[src/rtl/spi_slave_pkg.sv]
`default_nettype none
// ============================================================================
// Package : spi_slave_pkg
// FSM state/phase types and 2-bit command encodings of the SPI slave.
// Rev     : 1.0
// ============================================================================
package spi_slave_pkg;

    typedef enum logic [2:0] {
        IDLE,
        CHK_CMD,
        WRITE,
        READ_ADDR,
        READ_DATA
    } state_e;

    typedef enum logic [1:0] {
        PH_RX,
        PH_WAIT,
        PH_TX
    } rd_phase_e;

    localparam logic [1:0] CMD_WR_ADDR = 2'b00;
    localparam logic [1:0] CMD_WR_DATA = 2'b01;
    localparam logic [1:0] CMD_RD_ADDR = 2'b10;
    localparam logic [1:0] CMD_RD_DATA = 2'b11;

endpackage
`default_nettype wire

[src/rtl/spi_shift_reg_param.sv]
`default_nettype none
// ============================================================================
// Module : spi_shift_reg_param
// MSB-first frame shifter (SIPO from MOSI, PISO to MISO) with bit counter.
// Rev    : 1.0
// ============================================================================
module spi_shift_reg_param #(
    parameter int DATA_W     = 8,
    parameter int FRAME_BITS = DATA_W + 2
) (
    input  logic                  clk,
    input  logic                  rst,
    input  logic                  i_clr,
    input  logic                  i_shift,
    input  logic                  i_load,
    input  logic                  i_bit,
    input  logic [DATA_W-1:0]     i_par,
    output logic [FRAME_BITS-1:0] o_frame,
    output logic                  o_tx_bit,
    output logic                  o_rx_done,
    output logic                  o_tx_done
);

    localparam int CNT_W = $clog2(DATA_W + 3);
    localparam int SR_W  = FRAME_BITS - 1;

    logic [SR_W-1:0]  r_sr;
    logic [CNT_W-1:0] r_cnt;

    always_ff @(posedge clk or posedge rst) begin
        if (rst) begin
            r_sr  <= '0;
            r_cnt <= '0;
        end else if (i_load) begin
            r_sr  <= SR_W'(i_par);
            r_cnt <= '0;
        end else if (i_shift) begin
            r_sr  <= {r_sr[SR_W-2:0], i_bit};
            r_cnt <= r_cnt + CNT_W'(1);
        end else if (i_clr) begin
            r_cnt <= '0;
        end
    end

    // The register holds all but the final bit; the final bit is taken live
    // so the complete frame is visible on the edge that samples it.
    assign o_frame   = {r_sr, i_bit};
    assign o_tx_bit  = r_sr[DATA_W-1];
    assign o_rx_done = (r_cnt == CNT_W'(FRAME_BITS - 1));
    assign o_tx_done = (r_cnt == CNT_W'(DATA_W));

endmodule
`default_nettype wire

[src/rtl/spi_slave_param.sv]
`default_nettype none
// ============================================================================
// Module : spi_slave_param
// SPI slave front end for the RAM subsystem; optional trailing even-parity
// bit when SPI_SLAVE_RX_PARITY_EN is defined.
// Rev    : 1.0
// ============================================================================
module spi_slave_param
    import spi_slave_pkg::*;
#(
    parameter int DATA_W = 8
) (
    input  logic              SCK,
    input  logic              rst,
    input  logic              SS_n,
    input  logic              MOSI,
    output logic              MISO,
    output logic [DATA_W+1:0] rx_data,
    output logic              rx_valid,
    input  logic [DATA_W-1:0] tx_data,
    input  logic              tx_valid,
    output logic              read_addr_received,
    output logic              seq_err
`ifdef SPI_SLAVE_RX_PARITY_EN
    ,
    output logic              rx_parity_err
`endif
);

`ifdef SPI_SLAVE_RX_PARITY_EN
    localparam int PAR_BITS = 1;
`else
    localparam int PAR_BITS = 0;
`endif
    localparam int FRAME_BITS = DATA_W + 2 + PAR_BITS;

    state_e    r_state;
    rd_phase_e r_phase;

    logic [FRAME_BITS-1:0] w_frame;
    logic [DATA_W+1:0]     w_word;
    logic [1:0]            w_cmd;
    logic                  w_last;
    logic                  w_tx_done;
    logic                  w_tx_bit;
    logic                  w_par_ok;
    logic                  w_rx_active;
    logic                  w_shift;
    logic                  w_load;
    logic                  w_clr;

    assign w_word = w_frame[FRAME_BITS-1 -: DATA_W+2];
    assign w_cmd  = w_word[DATA_W+1:DATA_W];

`ifdef SPI_SLAVE_RX_PARITY_EN
    assign w_par_ok = ~^w_frame;
`else
    assign w_par_ok = 1'b1;
`endif

    assign w_rx_active = (r_state == WRITE) || (r_state == READ_ADDR) ||
                         ((r_state == READ_DATA) && (r_phase == PH_RX));
    assign w_shift = !SS_n && ((r_state == CHK_CMD) || w_rx_active ||
                               ((r_state == READ_DATA) && (r_phase == PH_TX)));
    assign w_load  = !SS_n && (r_state == READ_DATA) && (r_phase == PH_WAIT) && tx_valid;
    assign w_clr   = (r_state == IDLE);

    spi_shift_reg_param #(
        .DATA_W     (DATA_W),
        .FRAME_BITS (FRAME_BITS)
    ) u_shift (
        .clk       (SCK),
        .rst       (rst),
        .i_clr     (w_clr),
        .i_shift   (w_shift),
        .i_load    (w_load),
        .i_bit     (MOSI),
        .i_par     (tx_data),
        .o_frame   (w_frame),
        .o_tx_bit  (w_tx_bit),
        .o_rx_done (w_last),
        .o_tx_done (w_tx_done)
    );

    always_ff @(posedge SCK or posedge rst) begin
        if (rst) begin
            r_state            <= IDLE;
            r_phase            <= PH_RX;
            MISO               <= 1'b0;
            rx_data            <= '0;
            rx_valid           <= 1'b0;
            read_addr_received <= 1'b0;
            seq_err            <= 1'b0;
`ifdef SPI_SLAVE_RX_PARITY_EN
            rx_parity_err      <= 1'b0;
`endif
        end else begin
            rx_valid <= 1'b0;
            seq_err  <= 1'b0;
`ifdef SPI_SLAVE_RX_PARITY_EN
            rx_parity_err <= 1'b0;
`endif
            if (SS_n && (r_state != IDLE)) begin
                r_state <= IDLE;
                r_phase <= PH_RX;
                MISO    <= 1'b0;
            end else if (w_rx_active) begin
                if (w_last) begin
                    r_state <= IDLE;
                    r_phase <= PH_RX;
                    if (w_par_ok) begin
                        rx_valid <= 1'b1;
                        rx_data  <= w_word;
                        // rd-data without a pending rd-addr was decoded via READ_ADDR
                        case (w_cmd)
                            CMD_RD_ADDR: read_addr_received <= 1'b1;
                            CMD_RD_DATA: begin
                                if (r_state == READ_DATA) begin
                                    r_state <= READ_DATA;
                                    r_phase <= PH_WAIT;
                                end else begin
                                    seq_err <= 1'b1;
                                end
                            end
                            CMD_WR_ADDR, CMD_WR_DATA: ;
                        endcase
                    end
`ifdef SPI_SLAVE_RX_PARITY_EN
                    else begin
                        rx_parity_err <= 1'b1;
                    end
`endif
                end
            end else begin
                case (r_state)
                    IDLE: begin
                        if (!SS_n) r_state <= CHK_CMD;
                    end
                    CHK_CMD: begin
                        if (!MOSI)                   r_state <= WRITE;
                        else if (read_addr_received) r_state <= READ_DATA;
                        else                         r_state <= READ_ADDR;
                    end
                    READ_DATA: begin
                        if (r_phase == PH_WAIT) begin
                            if (tx_valid) r_phase <= PH_TX;
                        end else if (w_tx_done) begin
                            MISO               <= 1'b0;
                            read_addr_received <= 1'b0;
                            r_state            <= IDLE;
                            r_phase            <= PH_RX;
                        end else begin
                            MISO <= w_tx_bit;
                        end
                    end
                    default: begin
                        r_state <= IDLE;
                        r_phase <= PH_RX;
                    end
                endcase
            end
        end
    end

endmodule
`default_nettype wire

[config.mk]
export PLATFORM = sky130hd
export DESIGN_NAME = spi_slave_param
export DESIGN_NICKNAME = d
export VERILOG_FILES = /design/src/rtl/spi_slave_pkg.sv /design/src/rtl/spi_shift_reg_param.sv /design/src/rtl/spi_slave_param.sv
export SDC_FILE = /design/constraint.sdc
export NUM_CORES = 1
export LEC_CHECK = 0
export ABC_AREA = 1
export CAP_MARGIN = 20
export CELL_PAD_IN_SITES_DETAIL_PLACEMENT = 0
export CELL_PAD_IN_SITES_GLOBAL_PLACEMENT = 1
export CORE_MARGIN = 2
export CORE_UTILIZATION = 39
export CTS_BUF_LIST = sky130_fd_sc_hd__clkbuf_16
export DETAILED_ROUTE_END_ITERATION = 8
export HOLD_SLACK_MARGIN = 0.06
export PLACE_DENSITY_LB_ADDON = 0.1
export SLEW_MARGIN = 10
export SYNTH_ARGS = -nofsm -noshare
export SYNTH_HDL_FRONTEND = slang
export SYNTH_HIERARCHICAL = 1
export SYNTH_SLANG_ARGS = --single-unit
[constraint.sdc]
create_clock -name SCK -period 2.3 [get_ports SCK]
set_clock_uncertainty 0.1 [all_clocks]
set_input_delay 0.345 -clock SCK [delete_from_list [all_inputs] [get_ports SCK]]
set_output_delay 0.345 -clock SCK [all_outputs]
set_load 0.05 [all_outputs]
* Yosys cells after proc, flatten, opt, wreduce, memory -nomap -nowiden
Cells that the tools add are included.
** Storage, ports and cells
- Register bits after elaboration :: 32
- Input bits :: 13
- Output and inout port bits :: 14
** Cells by class
- Equal/unequal tests :: 22
- Reduce and logical (&&, ||, !) cells :: 26
- $add $sub $neg :: 1
- Bitwise gates (word level) :: 1
- Multiplexer cells :: 44
** Operator list (count)
- $mux 3 :: 10
- $mux 1 :: 21
- $mux 9 :: 2
- $mux 2 :: 6
- $mux 4 :: 3
- $pmux 3 s3 :: 1
- $eq 4x4->1 const B :: 2
- $ne 2x1->1 const B :: 4
- $reduce_and 4->1 :: 2
- $reduce_bool 2->1 :: 4
- $logic_and 1x1->1 :: 7
- $eq 2x2->1 const B :: 3
- $eq 3x2->1 const B :: 2
- $ne 3x1->1 const B :: 2
- $reduce_and 3->1 :: 2
- $reduce_and 6->1 :: 1
- $reduce_bool 3->1 :: 2
- $ne 5x2->1 const B :: 1
- $ne 5x4->1 const B :: 1
- $add 4x1->4 const B :: 1
- $logic_or 1x1->1 :: 4
- $ne 4x2->1 const B :: 1
- $ne 4x3->1 const B :: 1
- $ne 4x4->1 const B :: 1
- other kinds (10) :: 10

* Longest topological paths before layout
Gate-level depths: netlist (run 1).
- Depth in word-level cells :: 8
- Depth in mapped cells :: 11
- Mapped depth without buffers :: 10

* Modules after synthesis
Netlist (run 1), hierarchy kept.
** Modules (own cells, without submodules)
- spi_slave_param :: instances 1, sequential area each 475.5 µm², area an instance 1044.8 µm², cells an instance 134
- spi_shift_reg_param :: instances 1, sequential area each 325.3 µm², area an instance 691.9 µm², cells an instance 84

* Least setup slack after synthesis (run 1)
OpenSTA, ideal clock, no wires.
- Path type :: flip-flop to flip-flop
- Start :: register r_state[0]
- End :: register u_shift.r_sr[7]
- Setup slack :: 0.640 ns
- Required time :: 2.076 ns
- Arrival :: 1.436 ns
- Period minus slack after synthesis :: 1.660 ns
- Cell stages (with the launch flop) :: 11
- Path through :: dfrtp_1 > nor2_4 > nand2_2 > inv_1 > nand2_1 > nor3_1 > buf_6 > nor2_8 > buf_8 > nand2_1 > nand3_1
** RTL lines
- start, declared :: line spi_slave_param.sv:37 : state_e r_state;
- start signal, assigned :: line spi_slave_param.sv:87 : r_state <= IDLE;
- start signal, assigned :: line spi_slave_param.sv:104 : r_state <= IDLE;
- start signal, assigned :: line spi_slave_param.sv:109 : r_state <= IDLE;
- $eq 3x3->1 (*) :: line spi_slave_param.sv:65 : assign w_load = !SS_n && (r_state == READ_DATA) && (r_phase == PH_WAIT) && tx_valid;
- $logic_and 1x1->1 (*) (3 in a row) :: line spi_slave_param.sv:65
- via w_load :: line spi_slave_param.sv:49 : logic w_load;
- $mux 9 or $reduce_bool 2->1 (tied branches)
- end signal, assigned :: line spi_shift_reg_param.sv:35 : r_sr <= SR_W'(i_par);
- end signal, assigned :: line spi_shift_reg_param.sv:38 : r_sr <= {r_sr[SR_W-2:0], i_bit};
- end, declared :: line spi_shift_reg_param.sv:27 : logic [SR_W-1:0] r_sr;
The timed path passes the listed nets; every way through them passes the cells marked *.
A chain may end at the register's enable or synchronous reset.

* Worst setup path after layout (run 1)
- Start :: register read_addr_received
- End :: output port read_addr_received
** RTL lines
- start, declared :: line spi_slave_param.sv:22 : output logic read_addr_received,
- start signal, assigned :: line spi_slave_param.sv:92 : read_addr_received <= 1'b0;
- start signal, assigned :: line spi_slave_param.sv:116 : CMD_RD_ADDR: read_addr_received <= 1'b1;
- start signal, assigned :: line spi_slave_param.sv:149 : read_addr_received <= 1'b0;
No word-level cell between the ends.

==> flow_metrics.env, run 1 <==
export IMPL_rows=24
export IMPL_endpoint_kind="output port"
export IMPL_die_area_mm2=0.00500
export IMPL_status="complete, no violations"
export IMPL_core_area_mm2=0.00432
export IMPL_path_class="reg -> out"
export IMPL_hold_path_class="in -> async"
export IMPL_ys_async_sr_fraction_pct=100
export IMPL_n_antenna_cell=0
export IMPL_slew_violations=0
export IMPL_p_leak_nw=1.10
export IMPL_hold_viol=0
export IMPL_pin_count=27
export IMPL_drt_wl_total_um=3770
export IMPL_r2r_slack_ns=0.43
export IMPL_combPwrFrac_pct=24.2
export IMPL_overflow=0
export IMPL_seq_power_share_pct=38.6
export IMPL_crit_chain="clkdlybuf4s50_1"
export IMPL_fmax_mhz=512
export IMPL_syn_instance_count=218
export IMPL_required_ns=1.86
export IMPL_clockBufferDepth=2
export IMPL_gp_congestion=0.831
export IMPL_final_nets=265
export IMPL_synth_flop_cell="dfrtp_1"
export IMPL_finalSetupViolCount=0
export IMPL_wire_per_inst_um=12.5
export IMPL_cts_sinks=32
export IMPL_ys_ff_latch=32
export IMPL_cts_root_buf="clkbuf_16"
export IMPL_post_synth_top_count_cell="nand2_1"
export IMPL_period_share_pct=84.9
export IMPL_crit_fanout=4
export IMPL_antenna_found_initial=0
export IMPL_drt_iter0_drc=89
export IMPL_yosys_warnings=6
export IMPL_dp_hpwl_um=2820
export IMPL_nFillCells=419
export IMPL_clock_latency_ns=0.27
export IMPL_synth_largest_area_cell="dfrtp_1"
export IMPL_ys_seq_area_share_pct=46.1
export IMPL_multi_input_area_um2=773
export IMPL_start_kind="flip-flop"
export IMPL_worst_pin_slew_ns=0.518
export IMPL_clk_pin_slew_worst_paths_ns=0.05
export IMPL_die_y_um=70.7
export IMPL_ys_types=30
export IMPL_regArea_um2=801
export IMPL_worstPathArrival_ns=1.51
export IMPL_cts_hold_fix_buffers=0
export IMPL_cts_buffers=5
export IMPL_crit_family="buffers and inverters"
export IMPL_synth_edf_count=0
export IMPL_hold_ws_ns=0.323
export IMPL_netSwitchingFraction_pct=32.9
export IMPL_clkPwrFrac_pct=37.2
export IMPL_netlist_area_mm2=0.00174
export IMPL_total_power_mw=1.99
export IMPL_worst_path_buf_inv=1
export IMPL_htree_levels=2
export IMPL_rsz0062_at_grt="false"
export IMPL_synth_nets=234
export IMPL_num_vias=1443
export IMPL_switchingPower_uw=654
export IMPL_ff2ff_path_depth=9
export IMPL_grt_pass1_vias=1377
export IMPL_io_buffers=26
export IMPL_globalRouteTotalUtil_pct=16.9
export IMPL_cpPeakStageDelay_ns=0.83
export IMPL_dr_pass1_iters=4
export IMPL_drc=0
export IMPL_r2r_end="r_phase[0]"
export IMPL_post_cts_buffers=0
export IMPL_yosys_top_cells_area="dfrtp_1 (46%), nand2_1 (18%), inv_1 (5.6%), nand3_1 (4.9%), ha_1 (2.2%)"
export IMPL_grt_max_degree=20
export IMPL_maxCapViolations=0
export IMPL_drive_above_1_share_pct=12.0
export IMPL_initial_utilization_pct=40.2
export IMPL_vias_per_cell=4.78
export IMPL_postCtsResizedCells=0
export IMPL_slowest_stage="clkdlybuf4s50_1"
export IMPL_tns_ns=0
export IMPL_final_antenna_net_count=0
export IMPL_cts_tree="built"
export IMPL_vdd_ir_drop_max_mv=0.483
export IMPL_syn_avg_cell_area_um2=7.97
export IMPL_max_slew_margin_rel_pct=65.4
export IMPL_synth_top_area_share_pct=46.1
export IMPL_area_delta_synth_final_pct=26.4
export IMPL_die_x_um=70.7
export IMPL_power_density_mw_per_mm2=905
export IMPL_timing_rr_start="u_shift/r_cnt[0]"
export IMPL_grt_pass1_wl_um=6590
export IMPL_min_period_ns=1.95
export IMPL_synth_cells_most_frequent="nand2_1 (84), dfrtp_1 (32), inv_1 (26), nand3_1 (17), nor2_1 (9)"
export IMPL_p_int_mw=1.33
==> worst reg2reg max path, delay by kind of cell (launching register included) <==
family	cells	cell delay [ns]
AO/OA/AOI/OAI	1	0.19
buffers and inverters	2	0.23
adder cells (fa/ha/maj)	1	0.14
AND/OR/NAND/NOR	5	0.72
flip-flops	1	0.42
==> registers in the layout, indices dropped and copies added (netlist names) <==
register,count
r_phase,2
rx_data,10
read_addr_received,1
MISO,1
u_shift/r_cnt,4
u_shift/r_sr,9
r_state,3
rx_valid,1
seq_err,1
==> worst max-delay path by stage <==
stage	cells after the start	slack [ns]	start	endpoint
after detailed placement	8	0.36	SS_n	u_shift/r_cnt[2]
after global routing	9	0.22	u_shift/r_cnt[0]	r_state[0]
after global placement	8	0.39	SS_n	u_shift/r_sr[0]
after CTS	1	0.33	read_addr_received	read_addr_received
final	1	0.35	read_addr_received	read_addr_received
after floorplan	10	0.64	r_state[0]	u_shift/r_sr[7]
==> cell families (layout without fill, tap and decap cells) <==
group | Yosys count | count (layout) | share of synthesized area [%]
AO/OA/AOI/OAI | 17 | 17 | 6.20
adder cells (fa/ha/maj) | 3 | 3 | 2.16
buffers and inverters | 34 | 66 | 9.37
flip-flops | 32 | 32 | 46.1
AND/OR/NAND/NOR | 132 | 132 | 36.2
==> power by group through the flow <==
stage / clock network (mW) / registers (mW) / logic, mW
6_report: 0.740 / 0.767 / 0.481
4_1_cts: 0.759 / 0.765 / 0.490
3_5_place_dp: 0 / 0.774 / 0.487
2_1_floorplan: 0 / 0.744 / 0.399
3_3_place_gp: 0 / 0.775 / 0.488
5_1_grt: 0.784 / 0.784 / 0.557
==> stage by stage <==
stage | util [%] | cells | cell area, µm² | setup slack (ns)
5_1_grt | 50.8 | 302 | 2200 | 0.224
4_1_cts | 50.8 | 302 | 2200 | 0.331
3_3_place_gp | 47.0 | 294 | 2030 | 0.394
3_5_place_dp | 47.0 | 294 | 2030 | 0.365
6_report | 50.8 | 302 | 2200 | 0.348
2_1_floorplan | - | 218 | 1740 | 0.640
==> per-layer routing <==
layer / global-route usage, % / wire [µm] / part of all wire [%] / up-vias
li1: - / - / - / 746
met1: 25.2 / 1880 / 50 / 668
met2: 24.2 / 1710 / 45 / 22
met3: 3.42 / 120 / 3.2 / 7
met4: 6.29 / 58 / 1.5 / 0
met5: 0 / 0 / 0 / -
==> area by class of cell <==
| class | count | share of cell area [%] |
|---|---|---|
| Sequential cell | 32 | 36.5 |
| Tap cell | 52 | 2.96 |
| Clock buffer | 5 | 5.70 |
| Clock inverter | 3 | 1.77 |
| Timing Repair Buffer | 29 | 12.9 |
| Inverter | 29 | 5.01 |
| Multi-Input combinational cell | 152 | 35.2 |
==> cell usage in the layout (no fill, tap or decap) <==
cell	n
nand4_1	4
o22ai_1	1
clkinv_2	2
nor3_1	1
nand2_4	1
clkbuf_16	5
bufinv_16	1
ha_1	3
o21ai_0	6
inv_2	2
a21oi_1	2
nand2_2	4
nand3_4	1
inv_1	27
o21ai_4	1
a31oi_1	1
nand3_1	17
nor2_2	2
nor2_1	9
o21bai_1	2
nor3b_1	2
dfrtp_1	32
nor3_2	1
nand2_1	84
clkdlybuf4s50_1	26
o21ai_1	3
nor2_4	2
nor2_8	1
nand3_2	3
o21ai_2	1
buf_4	3
(Power assumes the default switching activity.)
==> inputs of run 2 (changes only) <==
--- a/config.mk
+++ b/config.mk
@@ -10,7 +10,7 @@
 export CELL_PAD_IN_SITES_DETAIL_PLACEMENT = 0
 export CELL_PAD_IN_SITES_GLOBAL_PLACEMENT = 1
 export CORE_MARGIN = 2
-export CORE_UTILIZATION = 39
+export CORE_UTILIZATION = 35
 export CTS_BUF_LIST = sky130_fd_sc_hd__clkbuf_16
 export DETAILED_ROUTE_END_ITERATION = 8
 export HOLD_SLACK_MARGIN = 0.06
==> constraint.sdc (replaced) <==
create_clock -name SCK -period 1.75 [get_ports SCK]
set_clock_uncertainty 0.1 [all_clocks]
set_input_delay 0.2625 -clock SCK [delete_from_list [all_inputs] [get_ports SCK]]
set_output_delay 0.2625 -clock SCK [all_outputs]
set_load 0.05 [all_outputs]
==> run 2 against run 1 <==
  * Combinational power up 91%
  * Utilization down 0.73 points
  * Via count up 4.2%
  * Non-clock buffer count up 19
  * Clock-buffer cell count unchanged
  * Global-route usage down 0.62 points
  * Clock power up 15%
  * Power up 38%
  * Register-to-register slack worse by 0.34 ns
  * Critical path type is now reg -> reg
  * Critical endpoint is now r_phase[1]
  * Largest cell class is now multi-input gates
  * Largest power group unchanged
==> flow_metrics.env, run 2 (synthesis results as in run 1) <==
export IMPL_worst_pin_slew_ns=0.524
export IMPL_num_vias=1504
export IMPL_crit_fanout=3
export IMPL_path_class="reg -> reg"
export IMPL_hold_path_class="in -> async"
export IMPL_worstPathArrival_ns=1.73
export IMPL_final_cells=338
export IMPL_drt_iter0_drc=60
export IMPL_setup_ws_ns=0.0873
export IMPL_final_nets=286
export IMPL_cpPeakStageDelay_ns=0.39
export IMPL_combPwrFrac_pct=33.5
export IMPL_finalSetupViolCount=0
export IMPL_tns_ns=0
export IMPL_start_kind="flip-flop"
export IMPL_grt_pass1_wl_um=6740
export IMPL_min_period_ns=1.66
export IMPL_vdd_ir_drop_max_mv=0.540
export IMPL_htree_levels=2
export IMPL_status="complete, no violations"
export IMPL_cts_buffers=5
export IMPL_drt_wl_total_um=4120
export IMPL_period_share_pct=95.0
export IMPL_layout_common_cells="nand2_1 (79), buf_4 (35), dfrtp_1 (31)"
export IMPL_io_buffers=26
export IMPL_grt_max_degree=20
export IMPL_regMostFlops="rx_data"
export IMPL_dr_pass1_iters=4
export IMPL_path_common_cell="inv_1"
export IMPL_postPlaceCellArea_mm2=0.00212
export IMPL_numPlacedInstances=323
export IMPL_switchingPower_uw=956
export IMPL_clock_latency_ns=0.28
export IMPL_area_delta_synth_final_pct=37.0
export IMPL_clockBufferDepth=2
export IMPL_rsz0062_at_grt="true"
export IMPL_nFillCells=498
export IMPL_final_common_cell="nand2_1"
export IMPL_slew_violations=0
export IMPL_cts_tree="built"
export IMPL_drive_above_1_share_pct=31.0
export IMPL_endpoint_kind="flip-flop"
export IMPL_vias_per_cell=4.45
export IMPL_pin_count=27
export IMPL_clk_pin_slew_worst_paths_ns=0.05
export IMPL_slowest_stage="dfrtp_1"
export IMPL_max_slew_margin_rel_pct=65.0
export IMPL_wire_per_inst_um=12.2
export IMPL_crit_chain="buf_6 > ha_1 > nor3b_2 > buf_4 > inv_1 > nand3_2 > nand2_2 > inv_1 > nand3_1 > nand2_1"
export IMPL_p_leak_nw=1.22
export IMPL_rows=25
export IMPL_cts_root_buf="clkbuf_16"
export IMPL_crit_family="simple AND/OR/NAND/NOR gates"
export IMPL_n_antenna_cell=0
export IMPL_seq_power_share_pct=35.5
export IMPL_regArea_um2=802
export IMPL_multi_input_area_um2=836
export IMPL_netSwitchingFraction_pct=34.9
export IMPL_antenna_found_initial=0
export IMPL_gp_congestion=0.849
export IMPL_initial_utilization_pct=36.5
export IMPL_worst_path_buf_inv=4
export IMPL_drc=0
export IMPL_clkPwrFrac_pct=30.9
export IMPL_largest_reg_flops=10
export IMPL_globalRouteTotalUtil_pct=16.3
export IMPL_top_regs="rx_data: 10 flops, u_shift/r_sr: 9 flops, u_shift/r_cnt: 4 flops"
export IMPL_grt_pass1_vias=1431
export IMPL_pre_cts_ws_ns=-0.0278
export IMPL_hold_viol=0
export IMPL_required_ns=1.81
export IMPL_die_y_um=74.4
export IMPL_overflow=0
export IMPL_die_area_mm2=0.00554
export IMPL_core_area_mm2=0.00475
export IMPL_fmax_mhz=601
export IMPL_dp_hpwl_um=2970
export IMPL_p_int_mw=1.78
export IMPL_cts_sinks=32
export IMPL_design_area_mm2=0.00238
export IMPL_final_antenna_net_count=0
export IMPL_die_x_um=74.4
export IMPL_hold_ws_ns=0.244
export IMPL_power_density_mw_per_mm2=1150
export IMPL_maxCapViolations=0
## run 2: tightest hold or removal path, cell delays in order
cell	delay (ns)
clkdlybuf4s50_1	0.41
inv_1	0.06
buf_4	0.26
## run 2: layout make-up
cell class                      count  share of cell area [%]
Multi-Input combinational cell    153                    35.1
Clock inverter                      3                   0.789
Timing Repair inverter              1                   0.315
Timing Repair Buffer               48                    16.6
Sequential cell                    32                    33.7
Tap cell                           67                    3.52
Inverter                           29                    4.73
Clock buffer                        5                    5.26
## run 2: metrics by stage
| step | util (%) | total power [mW] |
|---|---|---|
| floorplan | - | 1.50 |
| global placement | 44.6 | 1.75 |
| detailed placement | 44.6 | 1.75 |
| CTS | 47.7 | 2.61 |
| global route | 50.1 | 2.94 |
| finish | 50.1 | 2.74 |
## run 2: timing repair
item,CTS,global route
endpoints found under the setup margin,3,26
buffers inserted,0,6
hold buffers,0,0
gates cloned,0,2
pin swaps,0,9
resized for setup,1,22
## run 2: worst paths after layout
| check | depth (start not counted) | endpoint | from | slack, ns |
|---|---|---|---|---|
| setup / recovery | 10 | r_phase[1] | u_shift/r_cnt[0] | 0.09 |
| hold / removal | 3 | r_state[0] | rst | 0.24 |
| setup reg to reg | 10 | r_phase[1] | u_shift/r_cnt[0] | 0.09 |
| hold reg to reg | 2 | rx_data[4] | rx_data[4] | 0.37 |
| max in group asynchronous | 2 | u_shift/r_sr[5] | rst | 0.95 |
| min in group SCK | 2 | rx_data[4] | rx_data[4] | 0.37 |
## run 2: power by group through the flow
stage | registers (mW) | logic, mW | clock network (mW)
after floorplan | 0.977 | 0.524 | 0
after global placement | 0.983 | 0.772 | 0
after global routing | 0.992 | 1.03 | 0.914
after detailed placement | 0.979 | 0.774 | 0
after CTS | 0.967 | 0.778 | 0.869
final | 0.974 | 0.918 | 0.848
## run 2: metal layers
layer	track usage, %	up-vias	wire length, µm
li1	-	790	-
met1	22.5	685	2080
met2	24.9	23	1840
met3	3.79	6	135
met4	5.95	0	58
met5	0	-	0
==> inputs of run 3 (changes only) <==
--- a/config.mk
+++ b/config.mk
@@ -9,10 +9,10 @@
 export CAP_MARGIN = 20
 export CELL_PAD_IN_SITES_DETAIL_PLACEMENT = 0
 export CELL_PAD_IN_SITES_GLOBAL_PLACEMENT = 1
-export CORE_MARGIN = 2
-export CORE_UTILIZATION = 35
+export CORE_UTILIZATION = 40
 export CTS_BUF_LIST = sky130_fd_sc_hd__clkbuf_16
 export DETAILED_ROUTE_END_ITERATION = 8
+export DONT_BUFFER_PORTS = 1
 export HOLD_SLACK_MARGIN = 0.06
 export PLACE_DENSITY_LB_ADDON = 0.1
 export SLEW_MARGIN = 10
==> run 3 against run 2 <==
  * Clock power shrank 1%
  * Design area shrank 8.4%
  * Non-clock buffer count shrank 21
  * Fmax grew 0.50%
  * Critical path depth is the same
  * Sequential share of layout area grew 3.0 points
  * Hold slack lost 0.11 ns
  * Clock-buffer cell count is the same
  * First-iteration DRC count shrank 40%
  * Register-to-register slack is essentially flat
  * Combinational power shrank 12%
  * Via count shrank 3.7%
  * Critical endpoint is now r_phase[0]
  * Largest power group unchanged
==> flow_metrics.env, run 3 (synthesis results as in run 1) <==
export IMPL_status="complete, no violations"
export IMPL_clock_latency_ns=0.28
export IMPL_globalRouteTotalUtil_pct=19.1
export IMPL_clkPwrFrac_pct=31.7
export IMPL_p_int_mw=1.71
export IMPL_holdPathStages=3
export IMPL_max_slew_margin_rel_pct=66.6
export IMPL_path_common_cell="nand2_1"
export IMPL_period_share_pct=94.5
export IMPL_switchingPower_uw=927
export IMPL_crit_chain="inv_2 > ha_4 > nor3b_4 > inv_2 > nand4_1 > nor2_2 > nand2_1 > nand2_1 > o21bai_1 > nand2_1"
export IMPL_wire_per_inst_um=13.3
export IMPL_antenna_found_initial=0
export IMPL_path_depth=10
export IMPL_cpPeakStageDelay_ns=0.41
export IMPL_cts_buffers=5
export IMPL_crit_family="simple AND/OR/NAND/NOR gates"
export IMPL_drt_iter0_drc=36
export IMPL_maxCapViolations=0
export IMPL_hp_start="MOSI"
export IMPL_drt_wl_total_um=3970
export IMPL_start_kind="flip-flop"
export IMPL_regMostFlops="rx_data"
export IMPL_overflow=0
export IMPL_grt_pass1_wl_um=6310
export IMPL_top_regs="rx_data: 10 flops, u_shift/r_sr: 9 flops, u_shift/r_cnt: 4 flops"
export IMPL_power_density_mw_per_mm2=1210
export IMPL_rsz0062_at_grt="true"
export IMPL_largest_reg_flops=10
export IMPL_r2r_slack_ns=0.1
export IMPL_dr_pass1_iters=4
export IMPL_worstPathArrival_ns=1.71
export IMPL_hold_path_class="in -> reg"
export IMPL_io_buffers=0
export IMPL_path_class="reg -> reg"
export IMPL_cts_tree="built"
export IMPL_cts_root_buf="clkbuf_16"
export IMPL_timing_rr_start="u_shift/r_cnt[1]"
export IMPL_ff2ff_path_depth=10
export IMPL_worst_path_buf_inv=2
export IMPL_required_ns=1.81
export IMPL_gr_usage_met3_pct=5.83
export IMPL_initial_utilization_pct=42.5
export IMPL_clockBufferDepth=2
export IMPL_final_antenna_net_count=0
export IMPL_netSwitchingFraction_pct=35.1
export IMPL_slew_violations=0
export IMPL_grt_max_degree=20
export IMPL_htree_levels=2
export IMPL_endpoint_kind="flip-flop"
export IMPL_holdPathEnd="r_state[1]"
export IMPL_busiest_layer="met2"
export IMPL_layout_common_cells="nand2_1 (82), dfrtp_1 (32), inv_1 (22)"
export IMPL_drive_above_1_share_pct=23.7
export IMPL_min_period_ns=1.65
export IMPL_n_antenna_cell=0
export IMPL_gp_congestion=0.855
export IMPL_combPwrFrac_pct=30.5
export IMPL_postPlaceCellArea_mm2=0.00181
export IMPL_hold_viol=0
export IMPL_finalSetupViolCount=0
export IMPL_num_vias=1449
export IMPL_seq_power_share_pct=37.8
export IMPL_use_met1_pct=26.0
export IMPL_r2r_end="r_phase[0]"
export IMPL_die_y_um=67.9
export IMPL_fmax_mhz=604
export IMPL_rows=23
export IMPL_vdd_ir_drop_max_mv=0.579
export IMPL_core_area_mm2=0.00409
export IMPL_dp_hpwl_um=2840
export IMPL_cts_sinks=32
export IMPL_final_nets=264
export IMPL_die_x_um=67.9
export IMPL_design_area_mm2=0.00218
export IMPL_vias_per_cell=4.85
export IMPL_tns_ns=0
export IMPL_use_met2_pct=28.3
export IMPL_slowest_stage="dfrtp_1"
export IMPL_pin_count=27
export IMPL_p_leak_nw=1.12
export IMPL_worst_pin_slew_ns=0.501
export IMPL_area_delta_synth_final_pct=25.6
export IMPL_drc=0
export IMPL_die_area_mm2=0.00461
export IMPL_grt_pass1_vias=1328
export IMPL_crit_fanout=4
export IMPL_final_common_cell="nand2_1"
export IMPL_clk_pin_slew_worst_paths_ns=0.05
[run 3: cell count changes in the layout (fill, tap and decap cells not counted), moves of 2 or more]
cell             change
nand2_2              -2
dlygate4sd3_1       +10
inv_1                +2
clkdlybuf4s50_1     -12
buf_4               -18
nand2_1              +3
[run 3: what timing repair did]
| action | in CTS | in global routing |
|---|---|---|
| endpoints found under the hold margin | 41 | 0 |
| setup buffers | 0 | 8 |
| endpoints found under the setup margin | 5 | 26 |
| resized for setup | 2 | 13 |
| cloned | 0 | 1 |
| pin swaps | 0 | 5 |
| hold buffers | 10 | 0 |
[run 3: tightest hold or removal path, stage by stage]
cell,delay [ns]
nand2_1,0.05
nand3_1,0.08
o21ai_1,0.06
[run 3: power groups by stage]
stage	Clock, mW	Combinational [mW]	Sequential [mW]
after global routing	0.890	0.907	1.01
after CTS	0.855	0.712	0.994
after floorplan	0	0.524	0.977
after detailed placement	0	0.678	1.00
after global placement	0	0.653	0.995
final	0.838	0.805	0.997
[run 3: area by class of cell]
cell class              instances  area [µm²]
clock buffers                   5         125
clock inverters                 3        18.8
fillers                       379        1910
inverters                      29         110
multi-input cells             153         836
flip-flops and latches         32         801
well taps                      50        62.6
repair buffers                 27         228
[run 3: how the worst max path moves through the flow]
stage	start	to
floorplan	r_state[0]	u_shift/r_sr[7]
global placement	u_shift/r_cnt[1]	r_phase[0]
detailed placement	u_shift/r_cnt[1]	r_phase[1]
CTS	u_shift/r_cnt[1]	r_phase[1]
global route	u_shift/r_cnt[1]	r_phase[0]
finish	u_shift/r_cnt[1]	r_phase[0]
[run 3: per-stage QoR]
stage               std cells  total power, mW  hold slack [ns]  utilization [%]  worst slack (ns)
finish                    299             2.64            0.131             53.4            0.0956
global route              299             2.81            0.154             53.4           -0.0357
CTS                       290             2.56            0.128             50.6            0.0141
detailed placement        272             1.68           0.0942             44.4           -0.0834
global placement          272             1.65           0.0918             44.4           0.00224
floorplan                 218             1.50           0.0395                -            0.0905
[run 3: metal layers]
| metal | wire length (µm) | share of wire (%) | vias to the layer above |
|---|---|---|---|
| met2 | 1820 | 46 | 27 |
| met1 | 1940 | 49 | 671 |
| met3 | 157 | 4.0 | 6 |
| li1 | - | - | 745 |
| met5 | 0 | 0 | - |
| met4 | 57 | 1.4 | 0 |
